<file path="src/rtl/fetch_seq_pkg.sv">
// Shared types and constants for the fetch sequencer and the decode stage it feeds.
// State encodings are fixed because seq_state is exported for debug.
package fetch_seq_pkg;

    typedef enum logic [2:0] {
        BOOT     = 3'd0,
        RUN      = 3'd1,
        LU_STALL = 3'd2,
        REDIRECT = 3'd3,
        FLUSH    = 3'd4,
        HALT     = 3'd5
    } seq_state_t;

    localparam logic [15:0] RESET_VEC_DEFAULT = 16'h0008;

    // Decode substitutes this for ins while bubble is high
    localparam logic [31:0] NOP_INSN = 32'h0000_0000;

endpackage

</file>
<file path="src/rtl/sat_counter.sv">
// Saturating event counter with enable and synchronous clear (clear wins).
// Latency: count visible one cycle after the enabled edge; no backpressure.
module sat_counter #(
    parameter int W = 32
) (
    input  logic         clk,
    input  logic         clr,
    input  logic         en,
    output logic [W-1:0] cnt
);

    always_ff @(posedge clk) begin
        if (clr) begin
            cnt <= '0;
        end else if (en && (cnt != {W{1'b1}})) begin
            cnt <= cnt + 1'b1;
        end
    end

endmodule

</file>
<file path="src/rtl/fetch_sequencer.sv">
// Fetch-stage sequencer: turns decode jump/load-use/halt requests into PC/IR controls and bubbles.
// Latency: requests sampled at an edge act on the following cycle; all outputs are Moore.
// Optional FETCH_SEQ_PERF_EN adds saturating stall_cnt / flush_cnt performance counters.
module fetch_sequencer
    import fetch_seq_pkg::*;
#(
    parameter int                 ADDR_W       = 16,
    parameter logic [ADDR_W-1:0]  RESET_VEC    = ADDR_W'(RESET_VEC_DEFAULT),
    parameter int                 FLUSH_CYCLES = 1
) (
    input  logic              clk,
    input  logic              reset,
    input  logic              jmp_req,
    input  logic [ADDR_W-1:0] jmp_target,
    input  logic              load_use,
    input  logic              halt_req,
    input  logic              resume,
    output logic              pc_mux_sel,
    output logic [ADDR_W-1:0] jmp_loc,
    output logic              stall,
    output logic              stall_pm,
    output logic              bubble,
    output logic [2:0]        seq_state
`ifdef FETCH_SEQ_PERF_EN
    ,
    output logic [31:0]       stall_cnt,
    output logic [31:0]       flush_cnt
`endif
);

    localparam logic [2:0] FLUSH_LOAD = 3'(FLUSH_CYCLES - 1);

    seq_state_t        state_q, state_d;
    logic [ADDR_W-1:0] jmp_loc_q, jmp_loc_d;
    logic [2:0]        fcnt_q, fcnt_d;

    always_ff @(posedge clk) begin
        if (!reset) begin
            state_q   <= BOOT;
            jmp_loc_q <= RESET_VEC;
            fcnt_q    <= '0;
        end else begin
            state_q   <= state_d;
            jmp_loc_q <= jmp_loc_d;
            fcnt_q    <= fcnt_d;
        end
    end

    always_comb begin
        state_d    = state_q;
        jmp_loc_d  = jmp_loc_q;
        fcnt_d     = fcnt_q;
        pc_mux_sel = 1'b0;
        stall      = 1'b0;
        stall_pm   = 1'b0;
        bubble     = 1'b0;

        case (state_q)
            BOOT: begin
                pc_mux_sel = 1'b1;
                bubble     = 1'b1;
                state_d    = RUN;
            end
            RUN, LU_STALL: begin
                if (state_q == LU_STALL) begin
                    stall    = 1'b1;
                    stall_pm = 1'b1;
                    bubble   = 1'b1;
                end
                if (halt_req) begin
                    state_d = HALT;
                end else if (jmp_req) begin
                    state_d   = REDIRECT;
                    jmp_loc_d = jmp_target;
                end else if (load_use) begin
                    state_d = LU_STALL;
                end else begin
                    state_d = RUN;
                end
            end
            REDIRECT: begin
                pc_mux_sel = 1'b1;
                bubble     = 1'b1;
                state_d    = FLUSH;
                fcnt_d     = FLUSH_LOAD;
            end
            FLUSH: begin
                // load_use is dropped here: the flushed slot never reaches execute
                bubble = 1'b1;
                if (halt_req) begin
                    state_d = HALT;
                end else if (jmp_req) begin
                    state_d   = REDIRECT;
                    jmp_loc_d = jmp_target;
                end else if (fcnt_q == 3'd0) begin
                    state_d = RUN;
                end else begin
                    fcnt_d = fcnt_q - 3'd1;
                end
            end
            HALT: begin
                stall    = 1'b1;
                stall_pm = 1'b1;
                bubble   = 1'b1;
                if (resume) begin
                    state_d = RUN;
                end
            end
            default: begin
                state_d = BOOT;
            end
        endcase
    end

    assign jmp_loc   = jmp_loc_q;
    assign seq_state = state_q;

`ifdef FETCH_SEQ_PERF_EN
    sat_counter #(.W(32)) u_stall_cnt (
        .clk (clk),
        .clr (!reset),
        .en  (stall),
        .cnt (stall_cnt)
    );

    sat_counter #(.W(32)) u_flush_cnt (
        .clk (clk),
        .clr (!reset),
        .en  (bubble && (state_q != BOOT)),
        .cnt (flush_cnt)
    );
`endif

endmodule

</file>
<file path="config.mk">
export PLATFORM = sky130hd
export DESIGN_NAME = fetch_sequencer
export DESIGN_NICKNAME = d
export VERILOG_FILES = /design/src/rtl/fetch_seq_pkg.sv /design/src/rtl/sat_counter.sv /design/src/rtl/fetch_sequencer.sv
export SDC_FILE = /design/constraint.sdc
export NUM_CORES = 1
export LEC_CHECK = 0
export BUFFER_PORTS_ARGS = -buffer_cell sky130_fd_sc_hd__buf_2
export CELL_PAD_IN_SITES_DETAIL_PLACEMENT = 1
export CELL_PAD_IN_SITES_GLOBAL_PLACEMENT = 1
export CORE_MARGIN = 4
export CORE_UTILIZATION = 30
export DETAILED_ROUTE_END_ITERATION = 10
export PLACE_DENSITY = 0.78
export SLEW_MARGIN = 20
export SYNTH_ARGS = -nofsm -noshare
export SYNTH_HDL_FRONTEND = slang
export SYNTH_SLANG_ARGS = --single-unit
</file>
<file path="constraint.sdc">
create_clock -name clk -period 1.9 [get_ports clk]
set_input_delay 0.38 -clock clk [delete_from_list [all_inputs] [get_ports clk]]
set_output_delay 0.38 -clock clk [all_outputs]
set_load 0.01 [all_outputs]
</file>
==> flow_results.org, run 1 <==
** STA
- Number of hold violations in the final report :: 0
- Final slew viol count :: 0
- Derived from the worst setup path, the maximum achievable clock frequency is 0.551 GHz.
- Setup-violating endpoint count in the final report :: 0
- Setup Skew :: 6.40 ps
- Setup repair after global routing left no endpoint under its margin.
- Measured against its own limit, the worst slew margin works out to 0.614.
- Worst-Margin Slew :: 579 ps
- Of the available clock period, the critical path in the final layout requires 0.956.
- Final critical-path required period :: 1820 ps
- Final hold analysis gives a worst-case slack of 352 ps.
- Across all setup checks in the final design, the least slack found is 84.3 ps.

** Layout
- Layout Nets :: 189
- Area growth from synthesis to layout :: 29.6%
- In the final layout, the share of cells above drive strength 1 is 0.348.
- Antenna cells :: 0
- Filler cell count in the final layout :: 424
- Area occupied by multi-input gates :: 588 um2
- Registers take 442 um2.
- At the end of the flow the core is filled with cells to 0.415.
- Fin cells :: 210

** Synthesis
- sky130_fd_sc_hd__dfxtp_1 takes more of the synthesized area than any other cell.
- Top cells by count, synth :: sky130_fd_sc_hd__nand2_1 (31), sky130_fd_sc_hd__dfxtp_1 (22), sky130_fd_sc_hd__mux2i_1 (17), sky130_fd_sc_hd__clkbuf_1 (6), sky130_fd_sc_hd__inv_1 (4)
- Netlist area before placement :: 0.00110 mm2
- The number of nets in the synthesized netlist is 148.
- Mean instance size in the synthesized netlist :: 8.89 um2
- Yosys printed 0 warnings.
- Netlist cell types :: 30
- Sequential element share of the synthesized area :: 0.400
- Area contributors post-synth :: sky130_fd_sc_hd__dfxtp_1 (40%), sky130_fd_sc_hd__mux2i_1 (15%), sky130_fd_sc_hd__nand2_1 (11%), sky130_fd_sc_hd__a311oi_4 (2.4%), sky130_fd_sc_hd__ha_1 (2.3%)
- The most used flip-flop cell after synthesis is sky130_fd_sc_hd__dfxtp_1.
- The share of synthesized area in the top cell type comes to 0.400.
- The synthesized design contains 0 enable-type register cells.
- In the post-synthesis netlist, the cell with the most instances is sky130_fd_sc_hd__nand2_1.
- Counting flops with an async set or reset pin after synthesis yields a share of 0.
- Synthesis-stage register bit count :: 22
- Mapped Cells :: 124

** Placement
- Post-detailed-placement half-perimeter wirelength :: 2200 um
- Final weighted congestion in routability-driven placement :: 0.752
- Total placed cells including tap cells :: 206
- Dpl ws :: -13.8 ps
- Port buffering added 44 buffers.

** Worst setup path
- Type of element capturing the critical path :: flip-flop
- Kind of critical path :: flip-flop to flip-flop
- Launching instance or port of the critical path :: fcnt_q[0]
- Worst EP arrival :: 1970 ps
- Of all nets on the critical path, the largest fanout is 7.
- The worst setup path is launched from a flip-flop.
- Worst reg2reg path startpoint :: fcnt_q[0]
- Data on the critical path is required at its endpoint by 2060 ps.

** Clocking
- Deepest level of the CTS H-tree :: 1
- After clock tree synthesis, the flow added hold-fix buffers numbering 0.
- Clock tree from TritonCTS :: yes
- The number of setup buffers added after CTS is 0.
- CTS clk-pin slew, worst paths :: 80 ps
- Clock buffer count from CTS :: 3
- Max Buffers Root-to-Sink :: 2
- For this design, the sink count on the clock tree is 22.
- Gates resized during post-CTS repair numbered 1.
- Root buffer selected by CTS :: sky130_fd_sc_hd__clkbuf_8
- Clock latency on the worst-skew pair, taken at its later pin, is 260 ps.

** Power and ir drop
- Leakage power :: 0.613 nW
- IR analysis of the VDD net gives a maximum drop of 0.348 mV.
- Cell area power density :: 803 mW/mm2
- Total power after layout :: 1.15 mW

** Global route
- Entering global routing, the biggest net connects 39 pins.
- The via count of the first global-routing pass came to 1015.
- The first global-routing pass estimated 4320 um of wire.
- Gr ovfl total :: 0
- Across every metal layer, demand over resource in global routing totals 0.124.
- The number of antenna violations at the first check in global routing was 0.

** Floorplanning
- Placeable core area :: 0.00344 mm2
- For this configuration, the core starts out at a cell density of 0.320.
- For this design the top-level I/O count stands at 45.
- After floorplanning, the core was divided into 21 placement rows.
- Die boundary height :: 68.6 um
- Floorplan die width :: 68.6 um
- The floorplan step defined a die boundary enclosing 0.00471 mm2.

** Routing
- Across all layers, the routed design uses 1001 vias.
- Post-detailed-route count of antenna-violating nets :: 0
- In the final routed layout, each cell accounts on average for 13.7 um.
- Detailed-routing iteration count for the pre-antenna-repair pass :: 3
- The detailed router finished its first iteration with 34 violations.
- Summed over all layers, the routed wires come to 2870 um.
- For this run, design rule violations remaining after detail routing come to 0.
- Mean number of vias per cell :: 4.77

** Run status
- The flow ran to the end, and the final reports show no timing, DRC or antenna violations.

** Min path
- The worst hold path begins at jmp_target[1].
- Worst hold path type :: primary input to flip-flop

** Run
- Max-cap violations :: 0
[per-stage QoR]
stage          cell area [um2]  TNS (ps)
3_5_place_dp              1350     -14.7
3_3_place_gp              1350         0
2_1_floorplan             1100         0
4_1_cts                   1430         0
6_report                  1430         0
5_1_grt                   1430         0
[final cells by class]
class,count,area share
Sequential cell,22,0.309
Timing Repair Buffer,47,0.179
Clock buffer,3,0.0289
Clock inverter,1,0.0210
Tap cell,46,0.0403
Inverter,4,0.0105
Multi-Input combinational cell,87,0.412
[worst max-delay path, stage by stage, from the launching register on]
cell and delay, ps:
sky130_fd_sc_hd__dfxtp_1 360, sky130_fd_sc_hd__inv_1 60, sky130_fd_sc_hd__ha_1 190, sky130_fd_sc_hd__ha_1 200
sky130_fd_sc_hd__or4_4 470, sky130_fd_sc_hd__nor2b_1 160, sky130_fd_sc_hd__o31a_1 280
[state kept, by name (all words and copies together) (netlist names)]
signal	count
fcnt_q	3
jmp_loc	16
seq_state	3
[routing by layer]
layer  share of wire  track usage
met1            0.41        0.137
met2            0.53        0.229
met3           0.045       0.0243
met4           0.016       0.0521
met5               0            0
[power breakdown]
group / leakage [nW] / switching, mW / internal (mW) / total, mW
Sequential: 0.179 / 0.0243 / 0.485 / 0.509
Combinational: 0.399 / 0.106 / 0.0978 / 0.204
Clock: 0.0357 / 0.153 / 0.281 / 0.434
Total: 0.613 / 0.284 / 0.864 / 1.15
[cells in the final DEF (no fill, tap or decap), types with 2 or more instances in the layout]
| cell type | Yosys | layout |
|---|---|---|
| sky130_fd_sc_hd__buf_2 | 2 | 44 |
| sky130_fd_sc_hd__nand2_1 | 31 | 31 |
| sky130_fd_sc_hd__dfxtp_1 | 22 | 21 |
| sky130_fd_sc_hd__mux2i_1 | 17 | 17 |
| sky130_fd_sc_hd__inv_1 | 4 | 4 |
| sky130_fd_sc_hd__a21oi_1 | 3 | 3 |
| sky130_fd_sc_hd__nand2b_1 | 3 | 3 |
| sky130_fd_sc_hd__or3_1 | 3 | 3 |
| sky130_fd_sc_hd__o211ai_1 | 3 | 3 |
| sky130_fd_sc_hd__a21boi_1 | 3 | 3 |
| sky130_fd_sc_hd__nor2b_1 | 3 | 3 |
| sky130_fd_sc_hd__clkbuf_8 | 0 | 3 |
| sky130_fd_sc_hd__nor2_1 | 2 | 2 |
| sky130_fd_sc_hd__nor3_1 | 2 | 2 |
| sky130_fd_sc_hd__o21a_1 | 2 | 2 |
| sky130_fd_sc_hd__nor3b_1 | 2 | 2 |
| sky130_fd_sc_hd__ha_1 | 2 | 2 |
| sky130_fd_sc_hd__buf_4 | 1 | 2 |
[logic make-up (layout without fill, tap and decap cells)]
| kind of cell | after synthesis | after routing | synth area share |
|---|---|---|---|
| mux | 17 | 17 | 0.154 |
| buf+inv | 15 | 55 | 0.0704 |
| simple gates | 50 | 50 | 0.217 |
| xor+xnor | 1 | 1 | 0.00795 |
| flops | 22 | 22 | 0.400 |
| fa+ha+maj | 2 | 2 | 0.0227 |
| compound gates | 17 | 17 | 0.128 |
[path summary, 6_finish.rpt]
check	endpoint	slack [ps]	depth (start not counted)
setup / recovery	seq_state[0]	80	6
hold / removal	jmp_loc[1]	350	3
hold reg to reg	jmp_loc[1]	460	2
setup reg to reg	seq_state[0]	80	6
Power figures use the tool's default switching activity.
==> run 2, diff against run 1 <==
Settings changed: CORE_UTILIZATION 30 to 34, PLACE_DENSITY 0.78 to 0.83.
Clock period 1.9 ns to 2 ns, I/O delays scaled along.
==> run 2 against run 1 <==
Against the previous run: cell count fell by 0.95%; fmax shrank 3.8%; via count down 1.7%; largest power group unchanged; largest cell class unchanged; sequential power decreased by 5.9%; clock-buffer cell count unchanged; power fell by 12%; clock skew is 3.7 ps lower; hold slack worse by 23 ps; combinational power is 2% lower; clock power shrank 23%; flip-flop and latch count stayed put.
==> flow_results.org, run 2 (synthesized netlist as in run 1, its figures left out) <==
** Run status
- The flow ran to the end, and the final reports show no timing, DRC or antenna violations.

** Layout
- The area growth from synthesis to layout is 27.6%.
- The number of antenna diodes in the final layout is 0.
- Most used cells in the layout excluding fill and tap cells :: sky130_fd_sc_hd__buf_2 (44), sky130_fd_sc_hd__nand2_1 (31), sky130_fd_sc_hd__dfxtp_1 (21)
- The final layout contains 189 nets.
- Filler cell count in the final layout :: 385
- Leaving out fill and tap cells, the most frequent cell in the layout is sky130_fd_sc_hd__buf_2.
- Flip-flop count of the largest register, all copies and words added :: 16
- In the final layout, the share of cells above drive strength 1 is 0.348.

** Floorplanning
- The floorplan step defined a die boundary enclosing 0.00422 mm2.
- Die boundary height :: 64.9 um
- Starting utilization of the core area :: 0.358
- Placeable core area :: 0.00308 mm2
- The die is 64.9 um wide.
- In this run the core area contains 20 standard-cell rows.
- Number of primary I/O pins :: 45

** STA
- Final slew viol count :: 0
- After layout, the worst setup slack is 112 ps.
- Setup violations remaining at the end of the flow were counted as 0.
- Setup_tns :: 0 ps
- In this run the tightest slew margin relative to its limit is 0.604.
- Final Cycle Share :: 0.944
- Number of hold violations in the final report :: 0
- Setup repair after global routing left no endpoint under its margin.
- Between clock sinks in the finished design, the worst skew comes to 2.69 ps.
- Worst-Margin Slew :: 595 ps
- Highest Clock Rate :: 0.530 GHz
- After layout, the minimum clock period comes to 1890 ps.

** Power and ir drop
- Summed over all cells, the static leakage comes to 0.605 nW.
- Int Power :: 756 uW
- Share of total power in sequential cells :: 0.473
- Switching share of power :: 0.254
- Of the total power, the clock network draws 0.331.
- Cell area power density :: 720 mW/mm2
- The share of total power dissipated in combinational logic is 0.196.
- Worst vdd ir :: 0.354 mV
- Net switching power of the design :: 257 uW

** Min path
- Worst hold path type :: primary input to flip-flop

** Clocking
- Deepest level of the CTS H-tree :: 1
- CTS clk-pin slew, worst paths :: 120 ps
- Post-CTS setup-driven buffer insertion count :: 0
- Clock buffer count from CTS :: 3
- Counting along the longest clock path gives a buffer depth of 2.
- TritonCTS built the clock tree.
- Clock sink total :: 22
- The later pin in the worst-skew pair is clocked with a latency of 300 ps.
- Root buffer selected by CTS :: sky130_fd_sc_hd__clkbuf_4

** Worst setup path
- In this run the worst path has a maximum fanout of 7.
- The critical path is of the flip-flop to flip-flop type.
- Critical path, cell by cell :: inv_1 -> ha_1 -> ha_1 -> or4_1 -> nor2b_1 -> o31a_1
- The largest individual stage delay along the critical path comes from the cell sky130_fd_sc_hd__or4_1.
- Worst EP arrival :: 2090 ps
- Most common cell type on the critical path :: sky130_fd_sc_hd__ha_1
- Type of element capturing the critical path :: flip-flop
- The worst setup path is launched from a flip-flop.
- Largest incremental delay on the critical path :: 520 ps
- At the worst endpoint, the required time is 2200 ps.

** Global route
- Entering global routing, the biggest net connects 39 pins.
- Number of antenna violations at the first check in global routing :: 0
- Global-route usage over all layers :: 0.134
- Global-route layer with the greatest usage :: met2
- First-pass GRT wire length :: 4600 um
- Met3 routing resource usage after global routing :: 0.0312
- In the global route stage, met1 resource usage came out at 0.139.
- The via count of the first global-routing pass was 1075.
- Gr ovfl total :: 0
- Met2 Track Usage GR :: 0.271

** Routing
- For this block, the via count after detailed routing is 984.
- Mean number of vias per cell :: 4.73
- Iteration-0 DRC Markers :: 40
- Detailed-routing iteration count for the pre-antenna-repair pass :: 3
- Once detail routing completed, the nets flagged for antenna violations numbered 0.
- After detailed routing, the average wire length per cell comes to 12.7 um.
- Drc violations :: 0
- Total Routed Length :: 2630 um

** Run
- Max-cap violations :: 0

** Placement
- Final weighted congestion in routability-driven placement :: 0.787
- Post-detailed-placement half-perimeter wirelength :: 2060 um
- Port Buffer Count :: 44
- Dpl ws :: 112 ps
-- run 2: cell counts in the layout (fill, tap and decap cells not counted) --
Identical to the previous run, type by type.
-- run 2: final timing paths --
check                       from            to  slack [ps]  depth (start not counted)
setup / recovery       fcnt_q[0]  seq_state[0]         110                          6
hold / removal    jmp_target[11]   jmp_loc[11]         330                          3
setup reg to reg       fcnt_q[0]  seq_state[0]         110                          6
hold reg to reg      jmp_loc[15]   jmp_loc[15]         460                          2
-- run 2: power groups by stage --
stage          clock network (mW)  registers, mW  logic [mW]
2_1_floorplan                   0          0.493       0.121
3_3_place_gp                    0          0.487       0.193
3_5_place_dp                    0          0.488       0.202
4_1_cts                     0.346          0.479       0.203
5_1_grt                     0.365          0.484       0.223
6_report                    0.336          0.479       0.199
-- run 2: layer usage --
layer	up-vias	wire length, um	share of wire
met5	-	0	0
met4	0	13	0.0049
met3	2	175	0.066
met2	29	1370	0.52
met1	453	1070	0.41
li1	500	-	-
-- run 2: area by class of cell --
class | count | area (um2) | share of cell area
clock inverters | 1 | 30.0 | 0.0214
well taps | 44 | 55.1 | 0.0391
repair buffers | 47 | 255 | 0.181
multi-input cells | 87 | 587 | 0.417
flip-flops and latches | 22 | 442 | 0.314
clock buffers | 3 | 22.5 | 0.0160
inverters | 4 | 15.0 | 0.0107
-- run 2: timing repair --
action	in CTS	in global routing
endpoints found under the setup margin	0	3
hold buffers	0	0
resized for setup	0	2
-- run 2: worst max-delay path: cells and delay by family (launching register included) --
family | cells | cell delay (ps)
buf+inv | 1 | 50
compound gates | 1 | 290
simple gates | 2 | 710
fa+ha+maj | 2 | 370
flops | 1 | 370
-- run 2: through the flow --
step / total power, mW / hold slack, ps / instances / instance area [um2] / util
6_report: 1.01 / 329 / 208 / 1410 / 0.457
5_1_grt: 1.07 / 312 / 208 / 1410 / 0.457
4_1_cts: 1.03 / 320 / 208 / 1400 / 0.456
3_5_place_dp: 0.690 / 450 / 204 / 1350 / 0.439
3_3_place_gp: 0.679 / 441 / 204 / 1350 / 0.439
2_1_floorplan: 0.614 / 467 / 124 / 1100 / -
==> run 3, diff against run 2 <==
Settings changed: CORE_ASPECT_RATIO from default to 0.8.
==> run 3 against run 2 <==
Against the previous run: clock power down 6%; design area about the same; cell count down 1.4%; wire length up 7.3%; first-iteration DRC count up 25%; hold slack better by 47 ps; fmax up 0.78%; critical endpoint unchanged; largest cell class unchanged; highest routed layer unchanged.
==> flow_results.org, run 3 (synthesized netlist as in run 1, its figures left out) <==
** Routing
- Detailed-routing iteration count for the pre-antenna-repair pass :: 4
- The routed layout has 1024 vias.
- Once detail routing completed, the nets flagged for antenna violations numbered 0.
- Final routed wire length divided by cell count :: 13.8 um
- After detailed routing, the number of vias per cell comes to 5.00.
- Drc violations :: 0
- Iteration-0 DRC Markers :: 50
- Summed over all layers, the routed wires come to 2820 um.

** Clocking
- Buffers added to address setup during post-CTS repair amount to 0.
- Post-CTS repair changed the size of 0 cells.
- TritonCTS built the clock tree.
- CTS clk-pin slew, worst paths :: 80 ps
- Clock buffer count from CTS :: 3
- Max Buffers Root-to-Sink :: 2
- Clock sink total :: 22
- Count of hold buffers inserted by post-cts repair :: 0
- The clock reaches the later pin of the worst-skew pair after 260 ps.
- Root buffer selected by CTS :: sky130_fd_sc_hd__clkbuf_8
- CTS built an H-tree with a depth of 1.

** Floorplanning
- Placeable core area :: 0.00311 mm2
- For this design the top-level I/O count stands at 45.
- Floorplan die width :: 71.7 um
- The die covers 0.00422 mm2.
- Row generation in the floorplan step produced 18 rows.
- The die is 58.9 um tall.
- Starting utilization of the core area :: 0.355

** Global route
- Via count of the first global-routing pass :: 1058
- Gr ovfl total :: 0
- Global-route usage over all layers :: 0.143
- Number of antenna violations at the first check in global routing :: 0
- Maximum number of pins on one net before global-route repair :: 39
- The first global-routing pass estimated 4770 um of wire.

** STA
- Static timing analysis puts the maximum clock frequency at 0.534 GHz.
- Final Cycle Share :: 0.937
- Final critical-path required period :: 1870 ps
- Number of hold violations in the final report :: 0
- Setup repair after global routing left no endpoint under its margin.
- The count of pins over their slew limit is 0.
- Setup-violating endpoint count in the final report :: 0
- Worst-Margin Slew :: 589 ps
- Setup Skew :: 1.46 ps
- Slew margin rel. :: 0.607
- Setup_tns :: 0 ps

** Run status
- Result of the run :: complete, no violations

** Layout
- The repair_antennas step left the layout with diodes totalling 0.
- The finished cells cover 0.00141 mm2.
- The register with the most flip-flops in the layout has 16 of them.
- Leaving out fill and tap cells, the most frequent cell in the layout is sky130_fd_sc_hd__buf_2.
- The area growth from synthesis to layout is 27.7%.
- For this run, the post-layout net count is 190.
- Most used cells in the layout excluding fill and tap cells :: sky130_fd_sc_hd__buf_2 (44), sky130_fd_sc_hd__nand2_1 (31), sky130_fd_sc_hd__dfxtp_1 (22)
- Fraction of layout cells with a size suffix above 1 :: 0.339

** Min path
- The startpoint identified for the worst hold timing path is jmp_target[13].
- Number of cells on the worst hold path :: 3
- Endpoint with the worst hold slack :: jmp_loc[13]
- The worst hold path belongs to the class primary input to flip-flop.

** Worst setup path
- Type of element capturing the critical path :: flip-flop
- Data arrives at the worst endpoint at 2030 ps.
- At the worst endpoint, the required time is 2160 ps.
- Among the stages of the critical path, the cell type that occurs most often is sky130_fd_sc_hd__ha_1.
- R2R Path End :: seq_state[0]
- Gate family responsible for the most delay along the worst path :: simple AND/OR/NAND/NOR gates
- Across all register-to-register paths, the minimum setup slack is 130 ps.
- Worst reg2reg path startpoint :: fcnt_q[0]
- Max Fanout on Critical Path :: 7
- Depth of the worst register-to-register path :: 6
- Counting both buffers and inverters, the worst setup path holds a total of 1.
- The worst setup path is launched from a flip-flop.
- Largest incremental delay on the critical path :: 510 ps
- Critical path, cell by cell :: inv_1 -> ha_1 -> ha_1 -> or4_1 -> nor2b_1 -> o31a_1
- Kind of critical path :: flip-flop to flip-flop
- Among all stages on the critical path, the largest delay is contributed by sky130_fd_sc_hd__or4_1.

** Power and ir drop
- Total power after layout :: 997 uW
- In this run the power density over the cells is 708 mW/mm2.
- VDD sags by at most 0.296 mV.
- Leakage power :: 0.611 nW

** Placement
- Summed over all nets, the half-perimeter wirelength after detailed placement is 2130 um.
- Final weighted congestion in routability-driven placement :: 0.849
- The count of buffers added on input and output ports is 44.
- Once placement finished, the instance area stood at 0.00135 mm2.

** Run
- Max-cap violations :: 0
-- run 3: how the worst max path moves through the flow --
stage	from	cells past startpoint	to	slack, ps
after floorplan	fcnt_q[0]	7	seq_state[0]	240
after detailed placement	fcnt_q[0]	6	seq_state[0]	140
after global placement	fcnt_q[0]	6	seq_state[0]	210
after CTS	fcnt_q[0]	6	seq_state[0]	110
final	fcnt_q[0]	6	seq_state[0]	130
after global routing	fcnt_q[0]	6	seq_state[0]	20
-- run 3: final cells by class --
type / instances / area [um2]
Tap cell: 40 / 50.0
Fill cell: 393 / 1700
Timing Repair Buffer: 48 / 263
Multi-Input combinational cell: 87 / 584
Inverter: 4 / 15.0
Clock buffer: 4 / 55.1
Sequential cell: 22 / 440
-- run 3: where the power goes --
group          total, mW  switching, mW  internal [mW]
registers          0.472         0.0116          0.460
clock network      0.317          0.141          0.176
logic              0.208          0.113         0.0947
total              0.997          0.266          0.730
-- run 3: tightest hold or removal path, cell delays in order --
cell                      delay (ps)
sky130_fd_sc_hd__buf_2            90
sky130_fd_sc_hd__nand2_1          50
sky130_fd_sc_hd__mux2i_1          50
-- run 3: stage by stage --
step,setup slack (ps),hold slack [ps],std cells,util
6_report,127,376,205,0.453
5_1_grt,17.6,372,205,0.453
4_1_cts,114,373,205,0.453
3_5_place_dp,141,451,201,0.435
3_3_place_gp,213,439,201,0.435
2_1_floorplan,242,467,124,-
-- run 3: per-layer routing --
metal	wire length [um]	up-vias	part of all wire	global-route usage
met2	1410	32	0.50	0.240
met5	0	-	0	0
met1	1180	487	0.42	0.172
li1	-	498	-	-
met4	71	0	0.025	0.0777
met3	164	7	0.058	0.0307
